==> src/rtl/arb_pkg.sv <==
// ---------------------------------------------------------------------------
// arb_pkg
// Shared types and constants for the request/priority arbiter.
//   arb_state_t : arbiter FSM states (IDLE, GRANT)
//   ARB_FIXED   : MODE value for fixed priority (index 3 highest)
//   ARB_RR      : MODE value for round-robin
//   N_REQ       : number of requesters
// ---------------------------------------------------------------------------
package arb_pkg;

  typedef enum logic {IDLE, GRANT} arb_state_t;

  localparam int ARB_FIXED = 0;
  localparam int ARB_RR    = 1;
  localparam int N_REQ     = 4;

endpackage

==> src/rtl/arb_priority_pick.sv <==
// ---------------------------------------------------------------------------
// arb_priority_pick
// Combinational priority pick over 4 requests with a programmable start.
// The search begins at i_start and walks downward with wrap, so
// i_start = 3 gives plain fixed priority 3 > 2 > 1 > 0.
//   i_req    : request vector
//   i_start  : index searched first
//   o_found  : at least one request is set
//   o_winner : index of the selected request (valid when o_found = 1)
// ---------------------------------------------------------------------------
module arb_priority_pick
  import arb_pkg::*;
(
  input  logic [N_REQ-1:0] i_req,
  input  logic [1:0]       i_start,
  output logic             o_found,
  output logic [1:0]       o_winner
);

  logic [1:0] w_shift;
  logic [7:0] w_dbl;
  logic [3:0] w_rot;
  logic [1:0] w_pos;

  always_comb begin
    // Rotate so that i_start lands on bit 3: w_rot[k] = i_req[(k + w_shift) mod 4].
    w_shift = i_start + 2'd1;
    w_dbl   = {i_req, i_req} >> w_shift;
    w_rot   = w_dbl[3:0];

    o_found = 1'b1;
    w_pos   = 2'd0;
    case (w_rot) inside
      4'b1???: w_pos = 2'd3;
      4'b01??: w_pos = 2'd2;
      4'b001?: w_pos = 2'd1;
      4'b0001: w_pos = 2'd0;
      default: o_found = 1'b0;
    endcase

    // Undo the rotation; 2-bit addition wraps naturally.
    o_winner = w_pos + w_shift;
  end

endmodule

==> src/rtl/req_priority_arbiter.sv <==
// ---------------------------------------------------------------------------
// req_priority_arbiter
// Shares one downstream resource between 4 requesters. A registered one-hot
// grant is held until the owner releases it; every release is followed by
// one idle bubble cycle before re-arbitration.
//
// Protocol: a requester holds req[i] high while it wants the resource.
// Ownership starts in the cycle grant[i] is high and lasts until the owner
// pulses done, drops req[i], or the hold watchdog expires. No preemption.
//
// Parameters:
//   MODE     : ARB_FIXED (index 3 highest) or ARB_RR (round-robin)
//   MAX_HOLD : grant cycles before forced release, 0 disables the watchdog
// Ports:
//   clk, rst_n  : clock, synchronous active-low reset
//   req         : level request per requester
//   done        : owner release pulse (ignored when idle)
//   grant       : registered one-hot grant
//   grant_id    : binary owner index (valid with grant_valid)
//   grant_valid : OR of grant
//   timeout     : one-cycle pulse on watchdog release
//   timeout_id  : owner that last timed out
// ---------------------------------------------------------------------------
module req_priority_arbiter
  import arb_pkg::*;
#(
  parameter int MODE     = ARB_FIXED,
  parameter int MAX_HOLD = 16
) (
  input  logic       clk,
  input  logic       rst_n,
  input  logic [3:0] req,
  input  logic       done,
  output logic [3:0] grant,
  output logic [1:0] grant_id,
  output logic       grant_valid,
  output logic       timeout,
  output logic [1:0] timeout_id
);

  localparam int CNT_W = (MAX_HOLD > 0) ? $clog2(MAX_HOLD + 1) : 1;

  arb_state_t       r_state;
  logic [3:0]       r_grant;
  logic [1:0]       r_grant_id;
  logic [1:0]       r_last_id;
  logic [CNT_W-1:0] r_cnt;
  logic             r_timeout;
  logic [1:0]       r_timeout_id;

  logic       w_found;
  logic [1:0] w_winner;
  logic [1:0] w_start;
  logic       w_release;
  logic       w_expire;

  // Round-robin searches below the last winner first; fixed mode always starts at 3.
  assign w_start = (MODE == ARB_RR) ? (r_last_id - 2'd1) : 2'd3;

  arb_priority_pick u_pick (
    .i_req    (req),
    .i_start  (w_start),
    .o_found  (w_found),
    .o_winner (w_winner)
  );

  // r_cnt counts completed grant cycles minus one at the edge being evaluated,
  // so MAX_HOLD-1 marks the edge that ends the MAX_HOLD-th grant cycle.
  assign w_expire  = (MAX_HOLD > 0) && (r_cnt == CNT_W'(MAX_HOLD - 1));
  assign w_release = done || !req[r_grant_id];

  always_ff @(posedge clk) begin
    if (!rst_n) begin
      r_state      <= IDLE;
      r_grant      <= 4'b0000;
      r_grant_id   <= 2'd0;
      r_last_id    <= 2'd0;
      r_cnt        <= '0;
      r_timeout    <= 1'b0;
      r_timeout_id <= 2'd0;
    end else begin
      r_timeout <= 1'b0;
      case (r_state)
        IDLE: begin
          if (w_found) begin
            r_state    <= GRANT;
            r_grant    <= 4'b0001 << w_winner;
            r_grant_id <= w_winner;
            r_last_id  <= w_winner;
            r_cnt      <= '0;
          end
        end
        GRANT: begin
          if (w_release) begin
            // Owner-driven release wins over a coincident watchdog expiry.
            r_state <= IDLE;
            r_grant <= 4'b0000;
          end else if (w_expire) begin
            r_state      <= IDLE;
            r_grant      <= 4'b0000;
            r_timeout    <= 1'b1;
            r_timeout_id <= r_grant_id;
          end else begin
            r_cnt <= r_cnt + CNT_W'(1);
          end
        end
        default: begin
          r_state <= IDLE;
          r_grant <= 4'b0000;
        end
      endcase
    end
  end

  assign grant       = r_grant;
  assign grant_id    = r_grant_id;
  assign grant_valid = |r_grant;
  assign timeout     = r_timeout;
  assign timeout_id  = r_timeout_id;

endmodule

==> config.mk <==
export PLATFORM = sky130hd
export DESIGN_NAME = req_priority_arbiter
export DESIGN_NICKNAME = d
export VERILOG_FILES = /design/src/rtl/arb_pkg.sv /design/src/rtl/arb_priority_pick.sv /design/src/rtl/req_priority_arbiter.sv
export SDC_FILE = /design/constraint.sdc
export NUM_CORES = 1
export LEC_CHECK = 0
export CELL_PAD_IN_SITES_DETAIL_PLACEMENT = 0
export CELL_PAD_IN_SITES_GLOBAL_PLACEMENT = 2
export CORE_ASPECT_RATIO = 0.9
export CORE_MARGIN = 3
export CORE_UTILIZATION = 31
export CTS_BUF_LIST = sky130_fd_sc_hd__clkbuf_16
export DETAILED_ROUTE_END_ITERATION = 10
export MAX_ROUTING_LAYER = met4
export PLACE_DENSITY = 0.79
export SLEW_MARGIN = 20
export SYNTH_ARGS = -nofsm -noshare
export SYNTH_HDL_FRONTEND = slang
export SYNTH_SLANG_ARGS = --single-unit
export TNS_END_PERCENT = 1
==> constraint.sdc <==
create_clock -name clk -period 3.1 [get_ports clk]
set_input_delay 0.62 -clock clk [delete_from_list [all_inputs] [get_ports clk]]
set_output_delay 0.62 -clock clk [all_outputs]
set_load 0.01 [all_outputs]
==> flow_summary.html, run 1 <==
<table>
<tr><th>Metric</th><th>Value</th></tr>
<tr><th colspan="2">Status</th></tr>
<tr><td>Outcome</td><td>completed</td></tr>
<tr><th colspan="2">STA</th></tr>
<tr><td>Number of pins exceeding their max-slew limit in the final report</td><td>0</td></tr>
<tr><td>Transition at the pin with the smallest max-transition slack</td><td>0.398 ns</td></tr>
<tr><td>RSZ-0062 raised after global routing</td><td>no</td></tr>
<tr><td>Timing-limited maximum frequency</td><td>0.460 GHz</td></tr>
<tr><td>Crit path time final</td><td>2.17 ns</td></tr>
<tr><td>Post-route fraction of the period consumed by the critical path</td><td>0.701</td></tr>
<tr><td>Total count of hold-check failures in the final report</td><td>0</td></tr>
<tr><td>Max-Slew Margin vs Limit</td><td>0.734</td></tr>
<tr><td>Final setup violation count</td><td>0</td></tr>
<tr><td>Sum Neg Setup Slack</td><td>0 ns</td></tr>
<tr><td>Final WS setup</td><td>0.928 ns</td></tr>
<tr><td>Setup skew after layout</td><td>0.00228 ns</td></tr>
<tr><th colspan="2">Clock network</th></tr>
<tr><td>Clock Sinks</td><td>15</td></tr>
<tr><td>Clock latency on the worst-skew pair</td><td>0.24 ns</td></tr>
<tr><td>Hold buffer count at cts</td><td>0</td></tr>
<tr><td>Num CTS Buffers</td><td>3</td></tr>
<tr><td>Clock tree buffer depth</td><td>2</td></tr>
<tr><td>TritonCTS clock tree</td><td>yes</td></tr>
<tr><td>Maximum level of the CTS H-tree</td><td>1</td></tr>
<tr><td>Clock transition at the registers of the reported paths</td><td>0.05 ns</td></tr>
<tr><td>Buffer count from post-CTS setup fixing</td><td>0</td></tr>
<tr><td>Root buf cell</td><td>sky130_fd_sc_hd__clkbuf_16</td></tr>
<tr><td>CTS resizes</td><td>0</td></tr>
<tr><th colspan="2">Worst setup path</th></tr>
<tr><td>Worst path buffer plus inverter count</td><td>1</td></tr>
<tr><td>Data required, critical path</td><td>2.48 ns</td></tr>
<tr><td>Worst setup path class</td><td>reg2out</td></tr>
<tr><td>Kind of launch point of the worst setup path</td><td>flop</td></tr>
<tr><td>Arrival time of the worst setup path</td><td>1.55 ns</td></tr>
<tr><td>FF-to-FF setup slack</td><td>1.02 ns</td></tr>
<tr><td>Family with the most delay on the worst path</td><td>simple AND/OR/NAND/NOR gates</td></tr>
<tr><td>Crit path cell chain</td><td>or4_1, clkdlybuf4s50_1</td></tr>
<tr><td>Slowest library cell on the worst path</td><td>sky130_fd_sc_hd__or4_1</td></tr>
<tr><td>Reg2reg start</td><td>r_cnt[0]</td></tr>
<tr><td>Max stage delay on crit path</td><td>0.51 ns</td></tr>
<tr><td>Worst reg2reg endpoint</td><td>r_cnt[3]</td></tr>
<tr><td>CP endpoint kind</td><td>primary output</td></tr>
<tr><td>Worst Reg-to-Reg Cells</td><td>7</td></tr>
<tr><td>Peak fanout along the critical path</td><td>3</td></tr>
<tr><th colspan="2">Worst hold path</th></tr>
<tr><td>Worst min-delay path endpoint</td><td>timeout_id[1]</td></tr>
<tr><td>HP Start</td><td>timeout_id[1]</td></tr>
<tr><td>Cell count of the worst hold path</td><td>2</td></tr>
<tr><td>Worst min path class</td><td>reg2reg</td></tr>
<tr><th colspan="2">Yosys</th></tr>
<tr><td>Main area contributors after synthesis</td><td>sky130_fd_sc_hd__dfxtp_1 (39%), sky130_fd_sc_hd__a21oi_1 (6.5%), sky130_fd_sc_hd__nand3_1 (5.2%)</td></tr>
<tr><td>Biggest area consumer among synthesized cells</td><td>sky130_fd_sc_hd__dfxtp_1</td></tr>
<tr><td>Fraction of synthesized cell area taken by the top area cell type</td><td>0.389</td></tr>
<tr><td>Mapped cell area</td><td>772 um^2</td></tr>
<tr><td>Share of async-settable or async-resettable flops after synthesis</td><td>0</td></tr>
<tr><td>Mean instance size in the synthesized netlist</td><td>9.41 um^2</td></tr>
<tr><td>Synthesized instance count</td><td>82</td></tr>
<tr><td>Proportion of synthesized chip area in sequential cells</td><td>0.389</td></tr>
<tr><td>Count of synthesis-stage warnings from yosys</td><td>0</td></tr>
<tr><td>Most common library cells after synthesis</td><td>sky130_fd_sc_hd__dfxtp_1 (15), sky130_fd_sc_hd__a21oi_1 (10), sky130_fd_sc_hd__nand3_1 (8), sky130_fd_sc_hd__nor2_1 (5), sky130_fd_sc_hd__nand2_1 (4)</td></tr>
<tr><td>Count of different cell masters after synthesis</td><td>36</td></tr>
<tr><td>Number of enable flip-flop cells after synthesis</td><td>0</td></tr>
<tr><td>Synth Net Count</td><td>91</td></tr>
<tr><td>Primary FF master, synth</td><td>sky130_fd_sc_hd__dfxtp_1</td></tr>
<tr><td>Post-synthesis sequential element count</td><td>15</td></tr>
<tr><td>Most common cell in the synthesized netlist</td><td>sky130_fd_sc_hd__dfxtp_1</td></tr>
<tr><th colspan="2">Floorplanning</th></tr>
<tr><td>Die area</td><td>3130 um^2</td></tr>
<tr><td>Starting density of the core</td><td>0.341</td></tr>
<tr><td>Core ar.</td><td>2260 um^2</td></tr>
<tr><td>Total number of placement rows</td><td>16</td></tr>
<tr><td>IO Count</td><td>17</td></tr>
<tr><td>Die width</td><td>58.6 um</td></tr>
<tr><td>Die Y</td><td>53.3 um</td></tr>
<tr><th colspan="2">Routing</th></tr>
<tr><td>Ratio of routed vias to standard cells</td><td>5.43</td></tr>
<tr><td>DRT Wirelength</td><td>1750 um</td></tr>
<tr><td>Remaining antenna violation count after routing</td><td>0</td></tr>
<tr><td>Count of TritonRoute iterations in the first routing pass</td><td>4</td></tr>
<tr><td>Number of remaining DRC errors</td><td>0</td></tr>
<tr><td>Routed vias</td><td>684</td></tr>
<tr><td>DRT iter0 DRCs</td><td>14</td></tr>
<tr><td>Average wire per cell in the routed design</td><td>13.9 um</td></tr>
<tr><th colspan="2">GRT</th></tr>
<tr><td>Largest net degree at the start of global routing</td><td>13</td></tr>
<tr><td>First-pass GRT wire length</td><td>3040 um</td></tr>
<tr><td>Global router's overall resource usage</td><td>0.131</td></tr>
<tr><td>Initial antenna violation count</td><td>0</td></tr>
<tr><td>Vias in the first global route</td><td>633</td></tr>
<tr><td>Congestion Overflow GR</td><td>0</td></tr>
<tr><th colspan="2">Final layout</th></tr>
<tr><td>Share of cells above drive strength 1</td><td>0.141</td></tr>
<tr><td>Final standard cell area without fillers</td><td>1020 um^2</td></tr>
<tr><td>Post-route core utilization</td><td>0.451</td></tr>
<tr><td>Synthesis-to-layout area growth</td><td>32.3%</td></tr>
<tr><td>Post-layout nets</td><td>109</td></tr>
<tr><td>Antenna diode count</td><td>0</td></tr>
<tr><th colspan="2">Place</th></tr>
<tr><td>Detailed Place HPWL</td><td>1300 um</td></tr>
<tr><td>RD Place Congestion</td><td>0.716</td></tr>
<tr><td>Number of buffer cells added on primary ports</td><td>16</td></tr>
<tr><td>Instance area after placement</td><td>941 um^2</td></tr>
<tr><td>Placement Setup Slack</td><td>0.881 ns</td></tr>
<tr><th colspan="2">Power and ir drop</th></tr>
<tr><td>Peak VDD IR</td><td>345 uV</td></tr>
<tr><td>Leakage dissipation</td><td>0.000387 uW</td></tr>
<tr><td>Pwr Density</td><td>518 nW/um^2</td></tr>
<tr><th colspan="2">Run</th></tr>
<tr><td>Max-cap violations</td><td>0</td></tr>
</table>
## how the worst max path moves through the flow
stage / startpoint / endpoint / depth (start not counted) / slack, ns
floorplan: r_cnt[0] / r_cnt[3] / 7 / 1.17
global placement: req[3] / grant[0] / 5 / 0.90
detailed placement: req[3] / grant[0] / 5 / 0.88
CTS: grant[3] / grant_valid / 2 / 0.92
global route: r_cnt[0] / r_cnt[3] / 7 / 0.85
finish: grant[3] / grant_valid / 2 / 0.93
## final cells by class
cell class              count  area, um^2
flip-flops and latches     15         300
fillers                   219        1240
well taps                  27        33.8
clock inverters             1        5.00
inverters                   2        7.51
clock buffers               3        75.1
multi-input cells          62         439
repair buffers             16         160
## power by group
| group | switching [uW] | internal (uW) |
|---|---|---|
| Combinational | 34.2 | 35.4 |
| Sequential | 10.1 | 200 |
| Clock | 76.8 | 172 |
| Total | 121 | 408 |
## worst min-delay path: stages (launching register included)
cell and delay [ns]:
sky130_fd_sc_hd__dfxtp_1 0.30, sky130_fd_sc_hd__nand2_1 0.05, sky130_fd_sc_hd__a21oi_1 0.05
## flip-flops by register name, summed over array words and instances (netlist names)
register    flops
r_cnt           5
grant           4
grant_id        2
timeout_id      2
r_state         1
timeout         1
## cell families (layout without fill, tap and decap cells)
group                      count (synthesis)  after routing  share of synthesized area
adders and majority gates                  2              2                     0.0324
and+or+nand+nor                           35             35                      0.298
AOI/OAI and AO/OA                         23             23                      0.209
buffers and inverters                      5             22                     0.0421
muxes                                      2              2                     0.0292
DFF                                       15             15                      0.389
## through the flow
| step | hold WS (ns) | cells | total power (uW) |
|---|---|---|---|
| 2_1_floorplan | 0.448 | 82 | 254 |
| 3_3_place_gp | 0.447 | 122 | 284 |
| 3_5_place_dp | 0.452 | 122 | 284 |
| 4_1_cts | 0.464 | 126 | 536 |
| 5_1_grt | 0.498 | 126 | 552 |
| 6_report | 0.453 | 126 | 529 |
## layer usage
metal  part of all wire  track usage  up-vias
li1                   -            -      342
met1               0.50        0.177      325
met2               0.43        0.188       15
met3              0.064       0.0488        2
met4             0.0051       0.0226        0
met5                  0            -        -
## layout by cell type, fill, tap and decap left out, drive strengths merged, types with 3 or more instances in the layout
master         netlist  layout
a21oi               10      10
clkbuf               0       3
clkdlybuf4s50        0      16
dfxtp               15      15
nand2                4       4
nand2b               3       3
nand3                8       8
nor2                 6       6
o21ai                3       3
No activity file was read; power rests on OpenSTA's default activity.
==> run 2: changes to the inputs <==
CORE_UTILIZATION = 26   (was 31)
PLACE_DENSITY = 0.71   (was 0.79)
clock period = 1.8 ns   (was 3.1 ns; I/O delays follow)
==> run 2 against run 1 <==
  * The flow now finishes with violations (negative setup slack)
  * Clock power rose by 69%
  * First-iteration DRC count increased by 14%
  * Non-clock buffer count is 13 higher
  * Power increased by 74%
  * Worst hold slack lost 0.0020 ns
  * Combinational power rose by 93%
  * Global-route usage is 1.1 points lower
  * Wire length grew 11%
  * Clock-buffer cell count unchanged
  * Critical path depth is 5 higher
  * Die area is 17% higher
  * Sequential power grew 73%
  * Highest routed layer unchanged
==> flow_summary.html, run 2 (synthesis results as in run 1) <==
<table>
<tr><th>Metric</th><th>Value</th></tr>
<tr><th colspan="2">Status</th></tr>
<tr><td>Outcome</td><td>finished with violations</td></tr>
<tr><td>Violations in the final reports</td><td>negative setup slack</td></tr>
<tr><th colspan="2">Routing</th></tr>
<tr><td>Count of TritonRoute iterations in the first routing pass</td><td>4 (unchanged)</td></tr>
<tr><td>Remaining antenna violation count after routing</td><td>0 (unchanged)</td></tr>
<tr><td>Ratio of routed vias to standard cells</td><td>4.73 (-13%)</td></tr>
<tr><td>Number of remaining DRC errors</td><td>0 (unchanged)</td></tr>
<tr><td>Average wire per cell in the routed design</td><td>12.7 um (-8.4%)</td></tr>
<tr><td>DRT iter0 DRCs</td><td>16 (+2)</td></tr>
<tr><td>DRT Wirelength</td><td>1930 um (+11%)</td></tr>
<tr><td>Routed vias</td><td>719 (+5.1%)</td></tr>
<tr><th colspan="2">Clock network</th></tr>
<tr><td>Hold buffer count at cts</td><td>0 (unchanged)</td></tr>
<tr><td>TritonCTS clock tree</td><td>yes</td></tr>
<tr><td>Maximum level of the CTS H-tree</td><td>1 (unchanged)</td></tr>
<tr><td>Clock tree buffer depth</td><td>2 (unchanged)</td></tr>
<tr><td>Clock latency on the worst-skew pair</td><td>0.24 ns (about the same)</td></tr>
<tr><td>Clock transition at the registers of the reported paths</td><td>0.05 ns (about the same)</td></tr>
<tr><td>Num CTS Buffers</td><td>3 (unchanged)</td></tr>
<tr><td>Root buf cell</td><td>sky130_fd_sc_hd__clkbuf_16</td></tr>
<tr><td>Clock Sinks</td><td>15 (unchanged)</td></tr>
<tr><th colspan="2">Floorplanning</th></tr>
<tr><td>Core ar.</td><td>2790 um^2 (+23%)</td></tr>
<tr><td>IO Count</td><td>17 (unchanged)</td></tr>
<tr><td>Die Y</td><td>57.7 um (+8.2%)</td></tr>
<tr><td>Total number of placement rows</td><td>18 (+2)</td></tr>
<tr><td>Die area</td><td>3660 um^2 (+17%)</td></tr>
<tr><td>Starting density of the core</td><td>0.276 (-0.0648)</td></tr>
<tr><td>Die width</td><td>63.4 um (+8.3%)</td></tr>
<tr><th colspan="2">Worst setup path</th></tr>
<tr><td>Worst Reg-to-Reg Cells</td><td>7 (unchanged)</td></tr>
<tr><td>Peak fanout along the critical path</td><td>9 (+6)</td></tr>
<tr><td>CP dominant cell by count</td><td>sky130_fd_sc_hd__ha_4</td></tr>
<tr><td>Worst setup path class</td><td>reg2reg</td></tr>
<tr><td>CP endpoint kind</td><td>flop</td></tr>
<tr><td>FF-to-FF setup slack</td><td>-0.009 ns (-1.03 ns)</td></tr>
<tr><td>Worst reg2reg endpoint</td><td>r_cnt[3]</td></tr>
<tr><td>Data required, critical path</td><td>1.97 ns (-0.51 ns)</td></tr>
<tr><td>Slowest library cell on the worst path</td><td>sky130_fd_sc_hd__and4bb_4</td></tr>
<tr><td>Reg2reg start</td><td>r_cnt[0]</td></tr>
<tr><td>Max stage delay on crit path</td><td>0.35 ns (-0.16 ns)</td></tr>
<tr><td>Arrival time of the worst setup path</td><td>1.98 ns (+0.43 ns)</td></tr>
<tr><td>Crit path cell chain</td><td>ha_4, and3_4, ha_4, and4bb_4, a22oi_4, or3_1, a31oi_1</td></tr>
<tr><td>Kind of launch point of the worst setup path</td><td>flop</td></tr>
<tr><th colspan="2">STA</th></tr>
<tr><td>Crit path time final</td><td>1.81 ns</td></tr>
<tr><td>Sum Neg Setup Slack</td><td>-0.00885 ns (-0.00885 ns)</td></tr>
<tr><td>Setup skew after layout</td><td>0.000474 ns (-0.00180 ns)</td></tr>
<tr><td>Post-route fraction of the period consumed by the critical path</td><td>1.00</td></tr>
<tr><td>Worst hold slack after final layout</td><td>0.451 ns (-0.00196 ns)</td></tr>
<tr><td>Final setup violation count</td><td>1 (+1)</td></tr>
<tr><td>Transition at the pin with the smallest max-transition slack</td><td>0.384 ns (-0.0139 ns)</td></tr>
<tr><td>Final WS setup</td><td>-0.00885 ns (-0.937 ns)</td></tr>
<tr><td>RSZ-0062 raised after global routing</td><td>yes</td></tr>
<tr><td>Total count of hold-check failures in the final report</td><td>0 (unchanged)</td></tr>
<tr><td>Number of pins exceeding their max-slew limit in the final report</td><td>0 (unchanged)</td></tr>
<tr><td>Timing-limited maximum frequency</td><td>0.553 GHz</td></tr>
<tr><td>Max-Slew Margin vs Limit</td><td>0.743 (+0.00919)</td></tr>
<tr><th colspan="2">Final layout</th></tr>
<tr><td>Synthesis-to-layout area growth</td><td>50.9%</td></tr>
<tr><td>Share of cells above drive strength 1</td><td>0.277 (+0.135)</td></tr>
<tr><td>Most frequent cells in the layout</td><td>sky130_fd_sc_hd__clkdlybuf4s50_1 (15), sky130_fd_sc_hd__dfxtp_1 (13), sky130_fd_sc_hd__buf_4 (13), sky130_fd_sc_hd__a21oi_1 (10), sky130_fd_sc_hd__nand3_1 (8)</td></tr>
<tr><td>Most common library cell in the layout ignoring fill and taps</td><td>sky130_fd_sc_hd__clkdlybuf4s50_1</td></tr>
<tr><td>Antenna diode count</td><td>0 (unchanged)</td></tr>
<tr><td>Post-layout nets</td><td>122 (+12%)</td></tr>
<tr><td>Register containing the most flip-flops in the final layout</td><td>r_cnt</td></tr>
<tr><td>Largest register FFs</td><td>5 (unchanged)</td></tr>
<tr><th colspan="2">Worst hold path</th></tr>
<tr><td>Worst min-delay path endpoint</td><td>timeout_id[1]</td></tr>
<tr><td>Cell count of the worst hold path</td><td>2 (unchanged)</td></tr>
<tr><td>HP Start</td><td>timeout_id[1]</td></tr>
<tr><td>Worst min path class</td><td>reg2reg</td></tr>
<tr><th colspan="2">GRT</th></tr>
<tr><td>Vias in the first global route</td><td>729 (+15%)</td></tr>
<tr><td>Congestion Overflow GR</td><td>0 (unchanged)</td></tr>
<tr><td>Global router's overall resource usage</td><td>0.120 (-0.0108)</td></tr>
<tr><td>First-pass GRT wire length</td><td>3340 um (+10%)</td></tr>
<tr><td>Largest net degree at the start of global routing</td><td>13 (unchanged)</td></tr>
<tr><td>Initial antenna violation count</td><td>0 (unchanged)</td></tr>
<tr><th colspan="2">Power and ir drop</th></tr>
<tr><td>Peak VDD IR</td><td>573 uV (+66%)</td></tr>
<tr><td>Leakage dissipation</td><td>0.000450 uW (+16%)</td></tr>
<tr><td>Pwr Density</td><td>788 nW/um^2 (+52%)</td></tr>
<tr><th colspan="2">Run</th></tr>
<tr><td>Max-cap violations</td><td>0 (unchanged)</td></tr>
<tr><th colspan="2">Place</th></tr>
<tr><td>RD Place Congestion</td><td>0.763 (+6.6%)</td></tr>
<tr><td>Number of buffer cells added on primary ports</td><td>16 (unchanged)</td></tr>
<tr><td>Detailed Place HPWL</td><td>1460 um (+12%)</td></tr>
</table>
==> run 2: cell count changes in the layout (fill, tap and decap cells not counted), sizes merged <==
cell | previous run | this run
inv | 2 | 3
clkdlybuf4s50 | 16 | 15
clkinv | 1 | 0
dlygate4sd2 | 0 | 1
buf | 0 | 13
==> run 2: final cells by class <==
type                    instances  area [um^2]
inverters                       2         7.51
repair buffers                 29          256
multi-input cells              62          469
clock inverters                 1         3.75
fillers                       307         1630
clock buffers                   3         75.1
well taps                      40         50.0
flip-flops and latches         15          303
==> run 2: how the worst max path moves through the flow <==
stage          startpoint  depth (start not counted)  endpoint  slack, ns
6_report         r_cnt[0]                          7  r_cnt[3]     -0.009
5_1_grt          r_cnt[0]                          7  r_cnt[3]      -0.13
4_1_cts          r_cnt[0]                          7  r_cnt[3]      -0.03
3_5_place_dp       req[3]                          5  grant[0]      -0.11
3_3_place_gp         done                          5  grant[0]      -0.09
2_1_floorplan    r_cnt[0]                          7  r_cnt[3]      0.004
==> run 2: where the power goes <==
part           total [uW]  internal [uW]  switching (uW)
clock network         421            294             127
logic                 134           71.7            62.5
registers             363            345            17.8
total                 918            710             208
==> run 2: through the flow <==
stage          worst slack (ns)  std cells  cell area [um^2]   util  total power (uW)
4_1_cts                 -0.0261        152              1150  0.413               933
5_1_grt                  -0.133        152              1160  0.417               962
3_3_place_gp            -0.0860        148              1070  0.385               508
3_5_place_dp             -0.106        148              1070  0.385               505
2_1_floorplan           0.00367         82               792      -               438
6_report               -0.00885        152              1160  0.417               918
==> run 2: per-layer routing <==
| layer | vias to the layer above | track usage | routed length [um] |
|---|---|---|---|
| met5 | - | - | 0 |
| met2 | 11 | 0.180 | 820 |
| li1 | 369 | - | - |
| met3 | 2 | 0.0465 | 77 |
| met4 | 0 | 0.0277 | 23 |
| met1 | 337 | 0.154 | 1010 |
==> run 2: repair_timing <==
action | in CTS | in global routing
setup endpoints to repair | 6 | 9
buffers inserted | 0 | 0
gates resized for setup | 1 | 5
pin swaps | 1 | 0
hold endpoints to repair | 0 | 0
==> run 2: worst max-delay path, delay by kind of cell (launching register included) <==
kind	cells	cell delay, ns
compound gates	2	0.24
simple gates	3	0.86
flops	1	0.33
fa+ha+maj	2	0.31
